`src/rtl/sec_ded_dec_pipe.sv`:
```
// Two-stage pipelined SEC-DED (39,32) decoder with valid/ready on both sides.
// Define DEC_ERR_CNT_EN to add saturating SBE/DBE counters with a sync clear.
module sec_ded_dec_pipe #(
  parameter int unsigned CNT_W = 16
) (
  input  logic             clk_i,
  input  logic             rst_ni,
  input  logic             in_valid_i,
  output logic             in_ready_o,
  input  logic [38:0]      in_i,
  output logic             out_valid_o,
  input  logic             out_ready_i,
  output logic [31:0]      out_o,
  output logic             sbe_o,
`ifdef DEC_ERR_CNT_EN
  output logic             dbe_o,
  input  logic             cnt_clr_i,
  output logic [CNT_W-1:0] sbe_cnt_o,
  output logic [CNT_W-1:0] dbe_cnt_o
`else
  output logic             dbe_o
`endif
);

  if (CNT_W == 0) begin : g_bad_cnt_w
    $error("CNT_W must be at least 1");
  end

  logic        s1_valid_q, s1_valid_d;
  logic [38:0] s1_cw_q, s1_cw_d;
  logic [5:0]  s1_syn_q, s1_syn_d;
  logic        s1_par_q, s1_par_d;

  logic        out_valid_q, out_valid_d;
  logic [31:0] out_q, out_d;
  logic        sbe_q, sbe_d;
  logic        dbe_q, dbe_d;

  logic        s2_advance, s1_advance, in_fire, out_fire;
  logic [5:0]  in_syn;
  logic [38:0] cw_fix;
  logic        syn_in_range;

  // Stage 2 frees up when empty or draining; stage 1 follows it.
  assign s2_advance = !out_valid_q || out_ready_i;
  assign s1_advance = s1_valid_q && s2_advance;
  assign in_ready_o = !s1_valid_q || s1_advance;
  assign in_fire    = in_valid_i && in_ready_o;
  assign out_fire   = out_valid_q && out_ready_i;

  always_comb begin
    in_syn = '0;
    for (logic [5:0] p = 6'd1; p <= 6'd38; p++) begin
      if (in_i[p - 6'd1]) in_syn ^= p;
    end
  end

  always_comb begin
    s1_valid_d = s1_valid_q;
    s1_cw_d    = s1_cw_q;
    s1_syn_d   = s1_syn_q;
    s1_par_d   = s1_par_q;
    if (in_fire) begin
      s1_valid_d = 1'b1;
      s1_cw_d    = in_i;
      s1_syn_d   = in_syn;
      s1_par_d   = ^in_i;
    end else if (s1_advance) begin
      s1_valid_d = 1'b0;
    end
  end

  always_comb begin
    syn_in_range = (s1_syn_q != 6'd0) && (s1_syn_q <= 6'd38);
    cw_fix       = s1_cw_q;
    if (s1_par_q && syn_in_range) begin
      cw_fix[s1_syn_q - 6'd1] = ~s1_cw_q[s1_syn_q - 6'd1];
    end
  end

  always_comb begin
    out_valid_d = out_valid_q;
    out_d       = out_q;
    sbe_d       = sbe_q;
    dbe_d       = dbe_q;
    if (s2_advance) begin
      out_valid_d = s1_valid_q;
      if (s1_valid_q) begin
        // Data occupies every non-power-of-two Hamming position, D0 at position 3.
        out_d = {cw_fix[37:32], cw_fix[30:16], cw_fix[14:8], cw_fix[6:4], cw_fix[2]};
        sbe_d = s1_par_q && ((s1_syn_q == 6'd0) || syn_in_range);
        dbe_d = (!s1_par_q && (s1_syn_q != 6'd0)) || (s1_par_q && (s1_syn_q > 6'd38));
      end
    end
  end

  always_ff @(posedge clk_i or negedge rst_ni) begin
    if (!rst_ni) begin
      s1_valid_q  <= 1'b0;
      s1_cw_q     <= '0;
      s1_syn_q    <= '0;
      s1_par_q    <= 1'b0;
      out_valid_q <= 1'b0;
      out_q       <= '0;
      sbe_q       <= 1'b0;
      dbe_q       <= 1'b0;
    end else begin
      s1_valid_q  <= s1_valid_d;
      s1_cw_q     <= s1_cw_d;
      s1_syn_q    <= s1_syn_d;
      s1_par_q    <= s1_par_d;
      out_valid_q <= out_valid_d;
      out_q       <= out_d;
      sbe_q       <= sbe_d;
      dbe_q       <= dbe_d;
    end
  end

  assign out_valid_o = out_valid_q;
  assign out_o       = out_q;
  assign sbe_o       = sbe_q;
  assign dbe_o       = dbe_q;

`ifdef DEC_ERR_CNT_EN
  logic [CNT_W-1:0] sbe_cnt_q, sbe_cnt_d;
  logic [CNT_W-1:0] dbe_cnt_q, dbe_cnt_d;

  always_comb begin
    sbe_cnt_d = sbe_cnt_q;
    dbe_cnt_d = dbe_cnt_q;
    if (cnt_clr_i) begin
      sbe_cnt_d = '0;
      dbe_cnt_d = '0;
    end else if (out_fire) begin
      if (sbe_q && (sbe_cnt_q != '1)) sbe_cnt_d = sbe_cnt_q + CNT_W'(1);
      if (dbe_q && (dbe_cnt_q != '1)) dbe_cnt_d = dbe_cnt_q + CNT_W'(1);
    end
  end

  always_ff @(posedge clk_i or negedge rst_ni) begin
    if (!rst_ni) begin
      sbe_cnt_q <= '0;
      dbe_cnt_q <= '0;
    end else begin
      sbe_cnt_q <= sbe_cnt_d;
      dbe_cnt_q <= dbe_cnt_d;
    end
  end

  assign sbe_cnt_o = sbe_cnt_q;
  assign dbe_cnt_o = dbe_cnt_q;
`else
  logic unused_out_fire;
  assign unused_out_fire = out_fire;
`endif

endmodule

```
`config.mk`:
```
export PLATFORM = sky130hd
export DESIGN_NAME = sec_ded_dec_pipe
export DESIGN_NICKNAME = d
export VERILOG_FILES = /design/src/rtl/sec_ded_dec_pipe.sv
export SDC_FILE = /design/constraint.sdc
export NUM_CORES = 1
export LEC_CHECK = 0
export BUFFER_PORTS_ARGS = -buffer_cell sky130_fd_sc_hd__clkbuf_2
export CAP_MARGIN = 20
export CORE_AREA = 10 10 102 104
export DETAILED_ROUTE_END_ITERATION = 8
export DIE_AREA = 0 0 112 114
export PLACE_DENSITY = 0.82
export RECOVER_POWER = 100
export SLEW_MARGIN = 30
export SYNTH_ARGS = -nofsm -noshare
export SYNTH_HDL_FRONTEND = slang
export SYNTH_SLANG_ARGS = --single-unit
```
`constraint.sdc`:
```
create_clock -name clk_i -period 3.81 [get_ports clk_i]
set_clock_uncertainty 0.2 [all_clocks]
set_input_delay 0.381 -clock clk_i [delete_from_list [all_inputs] [get_ports clk_i]]
set_output_delay 0.381 -clock clk_i [all_outputs]
set_load 0.01 [all_outputs]
```
# Word level (Yosys, flattened, before mapping)
# Index checks and enable logic that the tools add are counted.
# classes
reduce_logical	20
add_sub_neg	1
n_bitwise	38
magnitude_cmp	4
n_mux	46
# ops
cell	count
$mux 5	16
$mux 6	7
$bwmux 39	1
$not 3->3	13
$reduce_xor 39->1	1
$mux 38	1
$mux 4	8
$not 2->2	13
$not 4->4	5
$mux 3	4
$logic_and 1x1->1	8
$lt 6x7->1 const B	1
$bmux 1 s6	1
$demux 1 s6	1
$ge 6x1->1 const B	1
$gt 6x6->1 const B	1
$le 6x6->1 const B	1
$logic_not 6->1	1
$reduce_bool 6->1	1
$sub 6x1->6 const B	1
$mux 1	5
$not 1->1 const A	5
$not 5->5	1
$logic_or 1x1->1	4
other kinds (5)	8
# word_totals
ff_bits	82
out_inout_bits	36

# Depth between registers and ports, before layout
# Gate-level depths: netlist of the first run.
# depth
word_depth	70
depth_mapped	11

# Least setup slack after synthesis of the first run
# No wires, ideal clock.
# synth_path
path_type	flip-flop to flip-flop
from	register s1_syn_q[0]
to	register out_q[10] (netlist: out_o[10])
stages_incl_launch_ff	11
period_less_slack_ns	2.581
setup_ns	0.083
arrival_ns	2.299
setup_slack_ns	1.229
required_time_ns	3.527
n_path_buf	2
path_cell_list	dfrtp_1 -> buf_2 -> inv_2 -> ha_1 -> xor2_1 -> buf_2 -> mux4_2 -> mux2_2 -> nand2_1 -> mux2i_1 -> o21ai_0
# synth_via
elab_chain_len	7
elab_cells_between_ends	15
# synth_rtl
item	line	rtl
from (decl)	31	logic [5:0] s1_syn_q, s1_syn_d;
from (signal assigned)	110	s1_syn_q <= s1_syn_d;
$sub 6x1->6	77	cw_fix[s1_syn_q - 6'd1] = ~s1_cw_q[s1_syn_q - 6'd1];
$lt 6x7->1 (implied by the code) or $ge 6x1->1 (tied branches)	77	
$logic_and 1x1->1 (implied by the code)	77	
$mux 1 (implied by the code)	77	
$demux 1 s6	77	
$bwmux 39	77	
$mux 38 *	76	if (s1_par_q && syn_in_range) begin
to (signal assigned)	113	out_q <= out_d;
to (decl)	35	logic [31:0] out_q, out_d;
# Every way passes the cells marked *; elsewhere a longest branch is shown, timed or not. The select of a mux whose other input is x is not followed.
# A chain may end at the register's enable or synchronous reset.

# Worst setup path after layout of the first run
# layout_path
from	register s1_syn_q[0]
to	register out_q[15] (netlist: out_o[15])
# Same word-level chain as after synthesis.

==> flow_metrics.py, run 1 <==
metrics = {
    "pwr": {
        "cellLeakagePower_nw": 2.24,
        "peakVddDrop_v": 0.000311,
        "p_per_area_nw_per_um2": 693,
    },
    "clocking": {
        "cts_tree": "built",
        "path_clk_slew_ns": 0.08,
        "clk_path_buf_depth": 2,
        "clkSinkCount": 82,
        "ctsHoldBuffers": 1,
        "clock_latency_ns": 0.36,
        "numCtsBuffers": 9,
        "ctsHtreeMaxLevel": 3,
        "postCtsSetupBuffers": 0,
        "clockRootBuffer": "clkbuf_8",
        "cts_resized": 0,
    },
    "place": {
        "portBuffers": 78,
        "dpl.hpwl_um": 9710,
        "place.gp.congestion": 0.929,
        "post-place-cells": 623,
    },
    "synthesis": {
        "synthArstFlopShare_pct": 100,
        "yosys_warnings": 0,
        "synth_edf_count": 0,
        "synth.distinct_cells": 56,
        "synth_nets": 505,
        "netlist_area_um2": 4890,
        "synth.largest_area_cell": "dfrtp_1",
        "syn_inst": 460,
        "synth_area_per_cell_um2": 10.6,
        "synthFlopType": "dfrtp_1",
        "synth-seq-cells": 82,
        "synthTopCellsByArea": "dfrtp_1 (42%), xnor2_1 (10%), mux2_2 (9.9%)",
        "yosysTopAreaCellShare_pct": 41.9,
        "synth-seq-area-share_pct": 41.9,
    },
    "timing": {
        "drv_slew": 134,
        "max-slew-margin-rel_pct": -32.7,
        "layout_min_cycle_time_ns": 3.19,
        "hold_violations": 0,
        "setup_violations": 0,
        "finalCritPeriodShare_pct": 83.8,
        "worstMarginPinSlew_ns": 1.99,
        "rsz0062_at_grt": "no",
        "tns_ns": 0,
        "fmax_mhz": 313,
    },
    "layout": {
        "final_cells": 639,
        "drive_gt1_share_pct": 22.6,
        "area_growth_pct": 12.2,
        "fin_nets": 572,
        "finish.utilization_pct": 64.9,
        "antennaDiodeCount": 0,
    },
    "status": {
        "violations": "max-capacitance violations, max-slew violations",
        "outcome": "finished with violations",
    },
    "worst_hold_path": {
        "hold_class": "primary input to flop",
        "holdPathStages": 2,
        "min_from": "in_valid_i",
        "holdPathEnd": "s1_valid_q",
    },
    "die": {
        "die_h_um": 114,
        "initial_utilization_pct": 57.8,
        "coreArea_um2": 8470,
        "num_rows": 34,
        "pin_count": 79,
        "die_area_um2": 12800,
        "die_width_um": 112,
    },
    "setup_path": {
        "r2r_cells": 8,
        "crit_required_ns": 3.83,
        "rr_startpoint": "s1_syn_q[0]",
        "criticalPathCategory": "flop to flop",
        "reg2reg_slack_ns": 0.62,
        "cp-end-kind": "flop",
        "critPathMaxFanout": 10,
        "crit_arrival_ns": 3.22,
        "critPathLaunchType": "flop",
        "reg2reg_to": "out_o[15]",
    },
    "drt": {
        "first_pass_iters": 5,
        "drt_iter0_drc": 221,
        "routed_wirelength_um": 12700,
        "wl_per_cell_um": 19.9,
        "ant_nets": 0,
        "num_vias": 3744,
        "drc": 0,
        "viasPerCell": 5.86,
    },
    "grt": {
        "antenna_found_initial": 0,
        "grt_use_total_pct": 19.8,
        "overflow": 0,
        "grt_max_degree": 83,
        "grt_pass1_vias": 3777,
        "grt_pass1_wl_um": 20300,
    },
    "job": {
        "maxCapViolations": 2,
    },
}
report_power, final:
group	total, mW	internal (mW)	switching [mW]
sequential	1.29	1.06	0.231
combinational	1.83	0.760	1.07
clock	0.691	0.366	0.325
synth_stat cells (2+ instances only):
master and count:
dfrtp_1 82, xnor2_1 56, nand2_1 50, mux2_2 43, mux2i_1 31, o21ai_0 29
xor2_1 18, nor2_1 15, clkbuf_1 13, a21oi_1 9, nor3_1 9, o21ai_1 9
nand2b_1 8, a31o_2 6, nor2b_1 6, buf_2 5, mux4_2 5, nor4_1 5
buf_1 4, inv_1 4, or3_1 4, nand3_1 3, a211oi_1 2, a21o_1 2
a22o_1 2, a31oi_1 2, ha_1 2, nand3b_1 2, nor3b_1 2, o22ai_1 2
o31a_1 2, o31ai_1 2, or2_2 2, xnor3_1 2
final cells by class:
type	instances	area (µm²)
clock buffer	10	128
multi-input combinational	348	2710
inverter	5	18.8
tap	108	135
fill	690	2970
clock inverter	5	78.8
timing repair buffer	81	370
sequential	82	2050
through the flow:
stage	setup WS (ns)	power [mW]	hold slack, ns	instance area, µm²
2_1_floorplan	1.23	2.64	-0.115	4890
3_3_place_gp	0.932	3.08	0.261	5330
3_5_place_dp	0.856	3.14	0.270	5340
4_1_cts	0.842	3.83	0.0602	5550
5_1_grt	0.346	4.04	0.0258	5490
6_report	0.616	3.80	0.0320	5490
per-layer routing:
layer	part of all wire, %	vias up	track usage, %
li1	-	1747	-
met1	44	1791	25.8
met2	46	174	30.5
met3	8.1	32	5.67
met4	2.6	0	7.78
met5	0	-	0
state kept, by name, indices dropped and copies added, names as in the netlist:
| name | flops |
|---|---|
| sbe_o | 1 |
| dbe_o | 1 |
| out_o | 32 |
| s1_syn_q | 6 |
| s1_cw_q | 39 |
| s1_valid_q | 1 |
| s1_par_q | 1 |
| out_valid_o | 1 |
kinds of logic after synthesis:
| logic type | Yosys count | synth area share (%) |
|---|---|---|
| multiplexers | 79 | 18.5 |
| buffers and inverters | 30 | 2.68 |
| adder cells (fa/ha/maj) | 2 | 0.511 |
| XOR/XNOR | 77 | 14.7 |
| AO/OA/AOI/OAI | 75 | 9.59 |
| flip-flops | 82 | 41.9 |
| AND/OR/NAND/NOR | 115 | 12.1 |
placed cells by master (no fill, tap or decap), drive strengths merged, types with 3 or more instances in the layout:
cell type	count
xnor2	56
o31a	3
nor2	15
nand3	3
mux2	43
nor2b	6
nand2b	8
clkbuf	88
nor3	10
o21ai	38
mux2i	31
a21oi	9
dfrtp	82
inv	6
nor4	7
a31o	6
xor2	18
mux4	5
or3	5
nand2	50
worst max-delay path by stage:
stage / startpoint / endpoint / slack, ns
after floorplan: s1_syn_q[0] / out_o[10] / 1.23
after global placement: s1_syn_q[0] / out_o[18] / 0.93
after detailed placement: s1_syn_q[0] / out_o[18] / 0.86
after CTS: s1_syn_q[0] / out_o[18] / 0.84
after global routing: s1_syn_q[0] / out_o[15] / 0.35
final: s1_syn_q[0] / out_o[15] / 0.62
critical path, stage by stage, from the launching register on:
cell and delay, ns:
dfrtp_1 0.39, inv_1 0.31, ha_1 0.34, nor2b_1 0.42
a21oi_1 0.30, or4_1 0.54, nor3_1 0.27, mux2i_1 0.23
o21ai_1 0.07
(Power assumes the default switching activity.)
==> inputs of run 2 (changes only) <==
--- a/config.mk
+++ b/config.mk
@@ -7,10 +7,10 @@
 export LEC_CHECK = 0
 export BUFFER_PORTS_ARGS = -buffer_cell sky130_fd_sc_hd__clkbuf_2
 export CAP_MARGIN = 20
-export CORE_AREA = 10 10 102 104
+export CORE_AREA = 10 10 109 111
 export DETAILED_ROUTE_END_ITERATION = 8
-export DIE_AREA = 0 0 112 114
-export PLACE_DENSITY = 0.82
+export DIE_AREA = 0 0 119 121
+export PLACE_DENSITY = 0.75
 export RECOVER_POWER = 100
 export SLEW_MARGIN = 30
 export SYNTH_ARGS = -nofsm -noshare
==> constraint.sdc (replaced) <==
create_clock -name clk_i -period 2.7 [get_ports clk_i]
set_clock_uncertainty 0.2 [all_clocks]
set_input_delay 0.27 -clock clk_i [delete_from_list [all_inputs] [get_ports clk_i]]
set_output_delay 0.27 -clock clk_i [all_outputs]
set_load 0.01 [all_outputs]
==> run 2 against run 1 <==
Effect of this change:
- hold slack worse by 0.029 ns
- clock power up 52%
- total power is 49% higher
- design area up 5.8%
- flip-flop and latch count is the same
- largest cell class unchanged
- the flow now finishes without violations
==> flow_metrics.py, run 2 (same netlist as run 1, synthesis figures left out) <==
metrics = {
    "die": {
        "initial_utilization_pct": 50.8,
        "die_h_um": 121,
        "die_width_um": 119,
        "pin_count": 79,
        "die_area_um2": 14400,
        "coreArea_um2": 9640,
        "num_rows": 36,
    },
    "drt": {
        "num_vias": 3880,
        "wl_per_cell_um": 19.0,
        "first_pass_iters": 5,
        "viasPerCell": 5.57,
        "drc": 0,
        "drt_iter0_drc": 246,
        "ant_nets": 0,
        "routed_wirelength_um": 13200,
    },
    "clocking": {
        "clkSinkCount": 82,
        "clk_path_buf_depth": 2,
        "clockRootBuffer": "clkbuf_8",
        "ctsHtreeMaxLevel": 3,
        "path_clk_slew_ns": 0.10,
        "clock_latency_ns": 0.36,
        "numCtsBuffers": 9,
        "cts_tree": "built",
        "postCtsSetupBuffers": 0,
    },
    "layout": {
        "ff_latch_area_um2": 2050,
        "final_area_um2": 5810,
        "finish.utilization_pct": 60.3,
        "fin_nets": 604,
        "drive_gt1_share_pct": 25.0,
        "largest_register_ffs": 39,
        "layout_common_cells": "dfrtp_1 (82), xnor2_1 (56), nand2_1 (49)",
        "multi_input_area_um2": 2720,
        "final_common_cell": "dfrtp_1",
        "antennaDiodeCount": 0,
        "area_growth_pct": 18.7,
        "num-fill-cells": 854,
        "top_register": "s1_cw_q",
    },
    "grt": {
        "grt_pass1_wl_um": 21400,
        "grt_max_degree": 69,
        "grt_use_total_pct": 18.4,
        "overflow": 0,
        "antenna_found_initial": 0,
        "grt_pass1_vias": 4007,
    },
    "timing": {
        "drv_slew": 0,
        "hold_violations": 0,
        "max-slew-margin-rel_pct": 26.0,
        "setup_violations": 0,
        "tns_ns": 0,
        "rsz0062_at_grt": "no",
        "worstMarginPinSlew_ns": 1.11,
        "fmax_mhz": 384,
        "finalCritPeriodShare_pct": 96.4,
        "layout_min_cycle_time_ns": 2.60,
    },
    "place": {
        "portBuffers": 78,
        "dpl.hpwl_um": 10500,
        "post_dp_cell_area_um2": 5540,
        "place.gp.congestion": 0.946,
    },
    "status": {
        "outcome": "completed",
    },
    "setup_path": {
        "critical_path.slowest_cell": "or3_1",
        "critPathBufInv": 1,
        "cp-end-kind": "flop",
        "crit_arrival_ns": 2.65,
        "critPathMaxFanout": 9,
        "critPathLaunchType": "flop",
        "max_stage_delay_ns": 0.47,
        "crit_chain": "inv_1 -> ha_1 -> and3b_4 -> o31a_4 -> or3_1 -> nor3_1 -> mux2i_1 -> o21ai_1",
        "crit_required_ns": 2.75,
        "criticalPathCategory": "flop to flop",
        "cpLargestDelayFamily": "simple AND/OR/NAND/NOR gates",
    },
    "worst_hold_path": {
        "hold_class": "primary input to flop",
    },
    "pwr": {
        "cellLeakagePower_nw": 2.38,
        "p_per_area_nw_per_um2": 977,
        "peakVddDrop_v": 0.000385,
    },
    "job": {
        "maxCapViolations": 0,
    },
}
run 2: tightest hold or removal path, stage by stage:
cell and delay, ns:
clkbuf_2 0.08, nand2b_1 0.12, nand2b_1 0.06
run 2: cell type report:
cell class                      count  area share [%]
Clock inverter                      7            1.83
Inverter                            5           0.323
Tap cell                          133            2.86
Clock buffer                        9            2.13
Sequential cell                    82            35.3
Multi-Input combinational cell    348            46.8
Timing Repair Buffer              113            10.7
run 2: final timing paths:
| check | start | end | slack (ns) | depth (start not counted) |
|---|---|---|---|---|
| setup / recovery | s1_syn_q[0] | out_o[11] | 0.1 | 8 |
| hold / removal | out_ready_i | out_valid_o | 0.003 | 3 |
| setup reg to reg | s1_syn_q[0] | out_o[11] | 0.1 | 8 |
| hold reg to reg | out_o[22] | out_o[22] | 0.29 | 2 |
| max in group asynchronous | rst_ni | s1_cw_q[12] | 0.75 | 3 |
| min in group asynchronous | rst_ni | out_o[8] | 0.45 | 2 |
run 2: metal layers:
| metal | GRT usage, % | vias to the layer above | part of all wire [%] |
|---|---|---|---|
| met1 | 24.8 | 1882 | 45 |
| met5 | 0 | - | 0 |
| met4 | 5.95 | 0 | 1.8 |
| met2 | 28.8 | 166 | 45 |
| met3 | 4.33 | 21 | 8.1 |
| li1 | - | 1811 | - |
run 2: what timing repair did:
item / in CTS / in global routing
resized for setup: 0 / 3
endpoints found under the setup margin: 0 / 8
hold endpoints to repair: 52 / 1
hold buffers: 11 / 1
run 2: per-stage QoR:
stage                     hold WS (ns)  std cells  power [mW]  setup slack (ns)
after detailed placement         0.106        669        4.66             0.105
after global placement           0.102        669        4.56             0.127
after global routing            0.0115        697        6.05           0.00234
after CTS                     0.000400        696        5.72            0.0889
after floorplan                 -0.226        460        3.73             0.119
final                          0.00280        697        5.67            0.0973
run 2: power by group:
group	switching [mW]	leakage, nW	internal [mW]	total [mW]
Clock	0.511	0.117	0.541	1.05
Sequential	0.275	0.978	1.49	1.76
Combinational	1.60	1.28	1.26	2.86
